$ cat config.mk
export PLATFORM = sky130hd
export DESIGN_NAME = mem_port_arbiter
export DESIGN_NICKNAME = d
export VERILOG_FILES = /design/src/rtl/mem_port_arbiter.sv
export SDC_FILE = /design/constraint.sdc
export NUM_CORES = 1
export LEC_CHECK = 0
export CAP_MARGIN = 20
export CORE_MARGIN = 2
export CORE_UTILIZATION = 45
export DETAILED_ROUTE_END_ITERATION = 6
export GPL_TIMING_DRIVEN = 0
export PLACE_DENSITY = 0.95
export SLEW_MARGIN = 10
export SYNTH_ARGS = -nofsm -noshare
export SYNTH_HDL_FRONTEND = slang
export SYNTH_SLANG_ARGS = --single-unit
$ cat constraint.sdc
create_clock -name clk -period 3.8 [get_ports clk]
set_input_delay 0.57 -clock clk [delete_from_list [all_inputs] [get_ports clk]]
set_output_delay 0.57 -clock clk [all_outputs]
set_load 0.01 [all_outputs]
$ cat src/rtl/mem_port_arbiter.sv
// Shares one memory port between instruction fetch and the load/store unit.
// Data wins by default; a counter forces a fetch after STARVE_LIMIT data grants.
module mem_port_arbiter #(
  parameter int STARVE_LIMIT = 4
) (
  input  logic        clk,
  input  logic        rst_n,
  input  logic        if_req,
  input  logic [31:0] if_addr,
  input  logic        if_flush,
  output logic [31:0] if_rdata,
  output logic        if_ack,
  output logic        if_wait,
  input  logic        dm_req,
  input  logic        dm_we,
  input  logic [3:0]  dm_be,
  input  logic [31:0] dm_addr,
  input  logic [31:0] dm_wdata,
  output logic [31:0] dm_rdata,
  output logic        dm_ack,
  output logic        dm_wait,
  output logic        mem_req,
  output logic        mem_we,
  output logic [3:0]  mem_be,
  output logic [31:0] mem_addr,
  output logic [31:0] mem_wdata,
  input  logic [31:0] mem_rdata,
  input  logic        mem_ready
);
  typedef enum logic [1:0] {IDLE, BUSY_IF, BUSY_DM, RESP} state_t;
  localparam logic [3:0] LIMIT = 4'(STARVE_LIMIT);

  state_t     state, state_nxt;
  logic [3:0] starve_cnt;
  logic       kill, resp_if;
  logic       if_ok, grant_if, grant_dm;

  assign if_ok    = if_req && !if_flush;
  assign grant_if = (state == IDLE) && if_ok && (!dm_req || starve_cnt == LIMIT);
  assign grant_dm = (state == IDLE) && dm_req && !grant_if;

  always_ff @(posedge clk or negedge rst_n) begin
    if (!rst_n) state <= IDLE;
    else        state <= state_nxt;
  end

  always_comb begin
    state_nxt = state;
    case (state)
      IDLE: begin
        if (grant_if)      state_nxt = BUSY_IF;
        else if (grant_dm) state_nxt = BUSY_DM;
      end
      BUSY_IF, BUSY_DM: if (mem_ready) state_nxt = RESP;
      RESP:    state_nxt = IDLE;
      default: state_nxt = IDLE;
    endcase
  end

  // A killed fetch still finishes on the bus but is never acknowledged.
  always_comb begin
    if_ack = 1'b0;
    dm_ack = 1'b0;
    if (state == RESP) begin
      if_ack = resp_if && !kill && !if_flush;
      dm_ack = !resp_if;
    end
  end

  assign if_wait = if_req && !if_ack;
  assign dm_wait = dm_req && !dm_ack;

  always_ff @(posedge clk or negedge rst_n) begin
    if (!rst_n) begin
      mem_req    <= 1'b0;
      mem_we     <= 1'b0;
      mem_be     <= 4'h0;
      mem_addr   <= 32'h0;
      mem_wdata  <= 32'h0;
      if_rdata   <= 32'h0;
      dm_rdata   <= 32'h0;
      starve_cnt <= 4'h0;
      kill       <= 1'b0;
      resp_if    <= 1'b0;
    end else begin
      case (state)
        IDLE: begin
          if (grant_if) begin
            mem_req    <= 1'b1;
            mem_we     <= 1'b0;
            mem_be     <= 4'hF;
            mem_addr   <= if_addr;
            mem_wdata  <= 32'h0;
            resp_if    <= 1'b1;
            starve_cnt <= 4'h0;
          end else if (grant_dm) begin
            mem_req   <= 1'b1;
            mem_we    <= dm_we;
            mem_be    <= dm_be;
            mem_addr  <= dm_addr;
            mem_wdata <= dm_wdata;
            resp_if   <= 1'b0;
            // Only data grants that pass over a waiting fetch count toward starvation.
            if (if_req) starve_cnt <= (starve_cnt == LIMIT) ? LIMIT : starve_cnt + 4'd1;
            else        starve_cnt <= 4'h0;
          end else if (!if_req) begin
            starve_cnt <= 4'h0;
          end
        end
        BUSY_IF, BUSY_DM: begin
          if (state == BUSY_IF && if_flush) kill <= 1'b1;
          if (mem_ready) begin
            mem_req <= 1'b0;
            if (state == BUSY_IF) if_rdata <= mem_rdata;
            else                  dm_rdata <= mem_we ? 32'h0 : mem_rdata;
          end
        end
        RESP:    kill <= 1'b0;
        default: ;
      endcase
    end
  end
endmodule

After elaboration in Yosys (flattened, before gate mapping)
Cells that the tools add are included.
{"block": "totals", "regBits": 142, "latch_bits": 0, "memories": 0, "word_cells": 79, "input_bits": 139, "ram_bits": 0, "output_inout_bits": 138, "romBits": 0}
{"block": "classes", "mux": 28, "add_sub_neg": 1, "n_reduce_logical": 30, "n_eq_ne": 8, "n_shift": 0, "n_lt_le_gt_ge": 0, "mul": 0, "div_mod_pow": 0, "bitwise_logic": 1}
{"op": "$mux 32", "count": 5}
{"op": "$mux 4", "count": 7}
{"op": "$logic_and 1x1->1", "count": 10}
{"op": "$mux 1", "count": 10}
{"op": "$reduce_and 3->1", "count": 3}
{"op": "$reduce_and 2->1", "count": 4}
{"op": "$logic_not 1->1", "count": 7}
{"op": "$mux 2", "count": 3}
{"op": "$pmux 2 s3", "count": 1}
{"op": "$reduce_bool 2->1", "count": 3}
{"op": "$add 4x1->4 const B", "count": 1}
{"op": "$eq 2x2->1 const B", "count": 2}
{"op": "$eq 4x3->1 const B", "count": 1}
{"op": "$ne 2x2->1 const B", "count": 2}
{"op": "$pmux 1 s2", "count": 2}
{"op": "$ne 3x1->1 const B", "count": 1}
{"op": "$ne 3x3->1 const B", "count": 1}
{"op": "$eq 2x1->1 const B", "count": 1}
{"op": "$logic_not 2->1", "count": 1}
{"op": "$reduce_or 2->1", "count": 1}
{"op": "$logic_or 1x1->1", "count": 1}
{"op": "$not 1->1", "count": 1}

Depth between registers and ports, before layout
Gate-level depths: netlist of the first run.
{"block": "depth", "ltp_word": 9, "mapped_depth": 9}

Least setup slack after synthesis of the first run
No wires, ideal clock.
{"block": "synth_timing", "path_type": "input to output", "start": "in if_flush", "end": "out if_wait", "t_arrival_ns": 1.247, "cell_stages": 2, "setup_slack_ns": 1.983, "cell_sequence": "nor4bb_1 > nor2b_1"}
{"block": "synth_via", "elab_chain_len": 5}
{"element": "from (decl)", "line": "10", "source": "input logic if_flush,"}
{"element": "$logic_not 1->1", "line": "65", "source": "if_ack = resp_if && !kill && !if_flush;"}
{"element": "$logic_and 1x1->1", "line": "65"}
{"element": "$mux 1", "line": "64", "source": "if (state == RESP) begin"}
{"element": "$logic_not 1->1", "line": "70", "source": "assign if_wait = if_req && !if_ack;"}
{"element": "$logic_and 1x1->1", "line": "70"}
{"element": "to (decl)", "line": "13", "source": "output logic if_wait,"}
No other way between the ends.

Worst setup path after layout of the first run
Same ends and word-level chain as after synthesis.

==> results of run 1 <==
==> flip-flops by register name (all words and copies together), names as in the netlist <==
name and cells:
dm_rdata 32, if_rdata 32, mem_addr 32, mem_wdata 32, mem_be 4, starve_cnt 4
state 2, kill 1, mem_req 1, mem_we 1, resp_if 1
==> through the flow <==
stage / TNS [ns] / power, W / utilization, % / worst slack [ns] / hold slack [ns]
floorplan: 0 / 0.00417 / - / 1.98 / 0.274
global placement: -484.08 / 0.00601 / 68.4 / -3.42 / 0.462
detailed placement: 0 / 0.00617 / 68.6 / 0.999 / 0.474
CTS: 0 / 0.00795 / 73.2 / 0.987 / 0.150
global route: 0 / 0.00837 / 73.2 / 0.910 / 0.169
finish: 0 / 0.00791 / 73.2 / 0.960 / 0.136
==> cell families after synthesis <==
kind of cell | Yosys count | synth area share, %
and+or+nand+nor | 162 | 12.8
DFF | 142 | 58.7
buffers and inverters | 42 | 3.54
adders and majority gates | 6 | 1.24
AOI/OAI and AO/OA | 116 | 11.6
muxes | 68 | 12.0
==> cell type report <==
| cell class | count | area share (%) |
|---|---|---|
| Timing Repair Buffer | 276 | 28.8 |
| Clock buffer | 18 | 4.55 |
| Inverter | 7 | 0.272 |
| Multi-Input combinational cell | 352 | 23.6 |
| Sequential cell | 142 | 36.8 |
| Buffer | 35 | 1.94 |
| Clock inverter | 14 | 1.72 |
| Tap cell | 176 | 2.28 |
==> routing by layer <==
| metal | wire [µm] | part of all wire (%) | global-route usage (%) | vias to the layer above |
|---|---|---|---|---|
| li1 | - | - | - | 2429 |
| met1 | 7160 | 37 | 31.9 | 2642 |
| met2 | 10200 | 53 | 49.1 | 263 |
| met3 | 1500 | 7.8 | 8.17 | 28 |
| met4 | 382 | 2.0 | 8.75 | 0 |
| met5 | 0 | 0 | 0 | - |
==> placed cells by master, fill, tap and decap left out, types with 2 or more instances in the layout <==
master / instances
nand3b_4: 2
a22oi_1: 33
nor2_1: 36
o21ai_1: 6
nand2_1: 75
o22ai_1: 4
mux2i_1: 35
buf_4: 8
nand2b_1: 33
dfrtp_1: 142
clkbuf_16: 17
clkdlybuf4s50_1: 274
o21ai_0: 63
a21oi_2: 2
nand3_1: 4
clkinv_2: 5
clkinv_4: 3
bufinv_16: 3
inv_6: 2
buf_6: 2
clkbuf_1: 11
ha_1: 6
inv_1: 7
buf_2: 15
nor2b_1: 3
mux2_2: 32
==> final timing paths <==
kind / from / end / slack, ns / cells past startpoint
max: if_flush / if_wait / 0.96 / 4
min: rst_n / if_rdata[13] / 0.14 / 1
max reg2reg: state[1] / dm_rdata[19] / 1.75 / 6
min reg2reg: dm_rdata[5] / dm_rdata[5] / 0.48 / 2
max in group asynchronous: rst_n / starve_cnt[3] / 2.86 / 2
min in group clk: dm_rdata[5] / dm_rdata[5] / 0.48 / 2
==> power by group through the flow <==
stage	clock [W]	sequential [W]	combinational, W
after floorplan	0	0.00291	0.00125
after global placement	0	0.00261	0.00340
after detailed placement	0	0.00265	0.00352
after CTS	0.00172	0.00266	0.00357
after global routing	0.00182	0.00274	0.00381
final	0.00170	0.00267	0.00353
==> worst max-delay path: cells and delay by family <==
family,cells,cell delay (ns)
buffers and inverters,2,1.03
AND/OR/NAND/NOR,2,0.67
==> reports/summary.txt, run 1 <==
DRC viols - 0
Synth top area share - 58.7%
switching power - 0.00268 W
global-route wire length before repair - 30,600 µm
max-slew violation count - 0
most frequent cell after synthesis - dfrtp_1
vias per inst - 5.26
RSZ-0062 raised after global routing - no
Synth Cell Area - 6050 µm²
Finished Cell Area - 9660 µm²
clk slew on worst S/H paths - 0.06 ns
most used cell, CP - clkdlybuf4s50_1
DRT iter0 DRCs - 427
Fillers - 844
CTS sink cnt - 142
Crit-path slowest cell - nor4bb_1
dominant cell type by area after synthesis - dfrtp_1
Critical Path Source Type - input pin
Final min period - 2.84 ns
synth unique cells - 38
CTS Buf Count - 17
Peak supply drop - 0.391 mV
Resized Gates After CTS - 0
crit end category - primary output
register bit total from synthesis - 142
number of global-route vias before repair - 5,705
core footprint - 13,200 µm²
Routed Wire Length - 19,300 µm
CTS Root Cell - clkbuf_16
internal power - 0.00523 W
Routed wire per std cell - 18.9 µm
Worst Tran Pin Value - 0.597 ns
EDFF count, synth - 0
H-tree depth - 4
crit path kind - in2out
Buffers on Ports - 275
Mapped Cells - 536
Synth area leaders - dfrtp_1, mux2_2, mux2i_1
Pwr Density - 819 nW/µm²
critical-path cell list - clkdlybuf4s50_1, nor4bb_1, nor2b_1, clkdlybuf4s50_1
pin count of the biggest net entering global routing - 78
Async SR Flop Fraction - 100%
clk_lat worst skew - 0.41 ns
register area - 3550 µm²
area of the multi-input gates - 2280 µm²
Reg power frac - 33.7%
post-route ant nets - 0
Post-Syn Nets - 681
share of post-route cells with drive strength above 1 - 11.7%
Max-Cap Viols - 0
Total GRT Usage - 27.6%
n_diodes - 0
gp weighted congestion - 0.808
Synth Flop Type - dfrtp_1
I/O pin count - 277
Syn Area/Cell - 11.3 µm²
grt total ovfl - 0
Slew HR - 60.2%
initial antenna violation count - 0
Max stage delay on crit path - 0.54 ns
detailed placer's ending HPWL - 13,900 µm
Area Overhead vs Synth - 59.6%
Synth Warn # - 0
combinational fraction of design power - 44.7%
die width - 120 µm
power share of the clock group - 21.6%
Die Area - 14,400 µm²
Starting Density - 45.9%
Final setup violation count - 0
Max Fclk - 0.352 GHz
Final Hold Violating Endpoints - 0
cell leakage power - 4.36 nW
placed instance count - 988
Crit path arrival time - 2.27 ns
Hold Buf Count CTS - 0
post-CTS setup buffer count - 0
CTS tree - built
first drt pass iteration count - 5
nets - 976
period utilization - 74.7%
Final Skew - 0.00764 ns
non-filler cells in the finished layout - 1,020
switch share - 33.9%
# rows - 42
Post-synth top cells - dfrtp_1, nand2_1, o21ai_0, nor2_1, mux2i_1
clk buf depth - 2
status - finished, final reports clean
CP Max Fanout - 5
worst path required time - 3.23 ns
sequential area share after synthesis - 58.7%
vias - 5,362
Hold/Removal Path Class - in2async
die height - 120 µm
dpl cell area - 9050 µm²
(Power assumes the default switching activity.)
==> run 2, diff against run 1 <==
CORE_UTILIZATION = 38   (was 45)
PLACE_DENSITY = 0.88   (was 0.95)
clock period = 2.6 ns   (was 3.8 ns; I/O delays follow)
==> reports/summary.txt, run 2 (synthesis gave the netlist of run 1 again) <==
crit end category - primary output
n_diodes - 0 (unchanged)
Hold/Removal Path Class - in2reg
non-filler cells in the finished layout - 1,061 (+4.0%)
RSZ-0062 raised after global routing - no
Setup WS pre-CTS - 0.167 ns (-0.832 ns)
cell leakage power - 4.33 nW (-0.62%)
nets - 977 (+0.10%)
buffers plus inverters on the worst setup path - 2 (unchanged)
Area Overhead vs Synth - 60.1%
CTS tree - built
vias per inst - 4.97 (-5.5%)
switch share - 34.0% (+0.097 points)
CTS Buf Count - 17 (unchanged)
first drt pass iteration count - 5 (unchanged)
internal power - 0.00746 W (+43%)
Peak supply drop - 0.517 mV (+32%)
die width - 130 µm (+8.5%)
Crit-path slowest cell - clkdlybuf4s50_1
power share of the clock group - 20.9% (-0.7 points)
Worst Tran Pin Value - 0.561 ns (-0.0357 ns)
Max-Cap Viols - 0 (unchanged)
Starting Density - 38.5% (-7.4 points)
grt total ovfl - 0 (unchanged)
detailed placer's ending HPWL - 13,400 µm (-3.1%)
most used cell, CP - clkdlybuf4s50_1
CTS sink cnt - 142 (unchanged)
CTS Root Cell - clkbuf_16
placed instance count - 1,028 (+4.0%)
Die Area - 16,900 µm² (+18%)
# rows - 46 (+9.5%)
period utilization - 93.2%
Pwr Density - 1170 nW/µm² (+42%)
status - finished, final reports clean
worst path required time - 2.21 ns (-1.02 ns)
family with the most delay on the worst path - buffers and inverters
max-slew violation count - 0 (unchanged)
PnR worst setup slack - 0.177 ns (-0.783 ns)
Total GRT Usage - 21.1% (-6.5 points)
Final Hold Violating Endpoints - 0 (unchanged)
post-layout util - 61.7% (-12 points)
Buffers on Ports - 275 (unchanged)
initial antenna violation count - 0 (unchanged)
Reg power frac - 34.0% (+0.3 points)
DRC viols - 0 (unchanged)
H-tree depth - 4 (unchanged)
Fillers - 1,286 (+52%)
I/O pin count - 277 (unchanged)
Routed wire per std cell - 16.9 µm (-10%)
clk buf depth - 2 (unchanged)
number of global-route vias before repair - 5,303 (-7.0%)
most common cell after layout, fill and taps aside - clkdlybuf4s50_1
vias - 5,269 (-1.7%)
post-CTS setup buffer count - 0 (unchanged)
critical-path cell list - clkdlybuf4s50_1, nor4bb_1, clkdlybuf4s50_1
pin count of the biggest net entering global routing - 73 (-6.4%)
gp weighted congestion - 0.855 (+5.8%)
switching power - 0.00384 W (+43%)
Critical Path Source Type - input pin
clk_lat worst skew - 0.42 ns (about the same)
Max Fclk - 0.413 GHz
Final min period - 2.42 ns
global-route wire length before repair - 27,300 µm (-11%)
Final Skew - 0.00544 ns (-0.00220 ns)
CP Max Fanout - 5 (unchanged)
most frequent cells in the layout - clkdlybuf4s50_1, dfrtp_1, nand2_1
share of post-route cells with drive strength above 1 - 11.6% (-0.13 points)
Final setup violation count - 0 (unchanged)
Slew HR - 62.6% (+2.4 points)
Max stage delay on crit path - 0.66 ns (+0.12 ns)
core footprint - 15,700 µm² (+19%)
post-route ant nets - 0 (unchanged)
Sum Neg Setup Slack - 0 ns (unchanged)
die height - 130 µm (+8.5%)
DRT iter0 DRCs - 259 (-39%)
combinational fraction of design power - 45.1% (+0.4 points)
Crit path arrival time - 2.03 ns (-0.24 ns)
clk slew on worst S/H paths - 0.06 ns (about the same)
Routed Wire Length - 18,000 µm (-6.8%)
crit path kind - in2out
[run 2: cell types whose count changed in the layout (fill, tap and decap cells not counted), sizes merged]
cell	previous run	this run
clkinv	8	3
clkinvlp	1	4
inv	9	12
bufinv	3	1
clkbuf	29	30
dlygate4sd3	0	1
[run 2: worst register-to-register path: cells and delay by family, from the launching register on]
kind                     cells  cell delay [ns]
AO/OA/AOI/OAI                1             0.19
adder cells (fa/ha/maj)      1             0.39
buffers and inverters        2             0.58
flip-flops                   1             0.37
AND/OR/NAND/NOR              1             0.41
[run 2: layer usage]
| metal | up-vias | share of wire, % | global-route usage (%) |
|---|---|---|---|
| met5 | - | 0 | 0 |
| met4 | 0 | 3.4 | 10.9 |
| met3 | 35 | 9.3 | 7.30 |
| met2 | 244 | 50 | 35.8 |
| met1 | 2549 | 37 | 23.4 |
| li1 | 2441 | - | - |
[run 2: final timing paths]
kind	startpoint	end	slack, ns	cells past startpoint
max in group asynchronous	rst_n	mem_addr[28]	1.30	3
hold / removal	dm_req	starve_cnt[2]	0.42	3
min in group asynchronous	rst_n	dm_rdata[13]	0.53	2
setup reg to reg	state[0]	dm_rdata[24]	0.51	5
setup / recovery	if_flush	if_ack	0.18	3
hold reg to reg	dm_rdata[12]	dm_rdata[12]	0.48	2
[run 2: final cells by class]
| class | instances | area, µm² | area share (%) |
|---|---|---|---|
| plain buffers | 35 | 188 | 1.94 |
| clock buffers | 19 | 443 | 4.57 |
| clock inverters | 13 | 130 | 1.34 |
| inverters | 7 | 26.3 | 0.271 |
| multi-input cells | 352 | 2280 | 23.6 |
| flip-flops and latches | 142 | 3550 | 36.7 |
| well taps | 216 | 270 | 2.79 |
| repair buffers | 277 | 2800 | 28.9 |
[run 2: repair_timing]
action                                 4_1_cts  5_1_grt
hold buffers                                 1        0
gates resized for setup                      0        0
endpoints found under the hold margin       70        0
[run 2: metrics by stage]
step	total power (W)	hold WS (ns)	cell area, µm²
2_1_floorplan	0.00609	0.0944	6050
3_3_place_gp	0.00880	0.461	9070
3_5_place_dp	0.00898	0.390	9100
4_1_cts	0.0114	0.401	9690
5_1_grt	0.0120	0.462	9690
6_report	0.0113	0.416	9690
[run 2: power by group through the flow]
stage / Clock (W) / Sequential, W / Combinational [W]
2_1_floorplan: 0 / 0.00426 / 0.00183
3_3_place_gp: 0 / 0.00381 / 0.00498
3_5_place_dp: 0 / 0.00386 / 0.00513
4_1_cts: 0.00241 / 0.00384 / 0.00516
5_1_grt: 0.00249 / 0.00395 / 0.00554
6_report: 0.00237 / 0.00384 / 0.00509
==> run 3, diff against run 2 <==
SLEW_MARGIN = 20   (was 10)
==> results of run 3 <==
The final DEF is identical to that of run 2; final timing and power are the same.
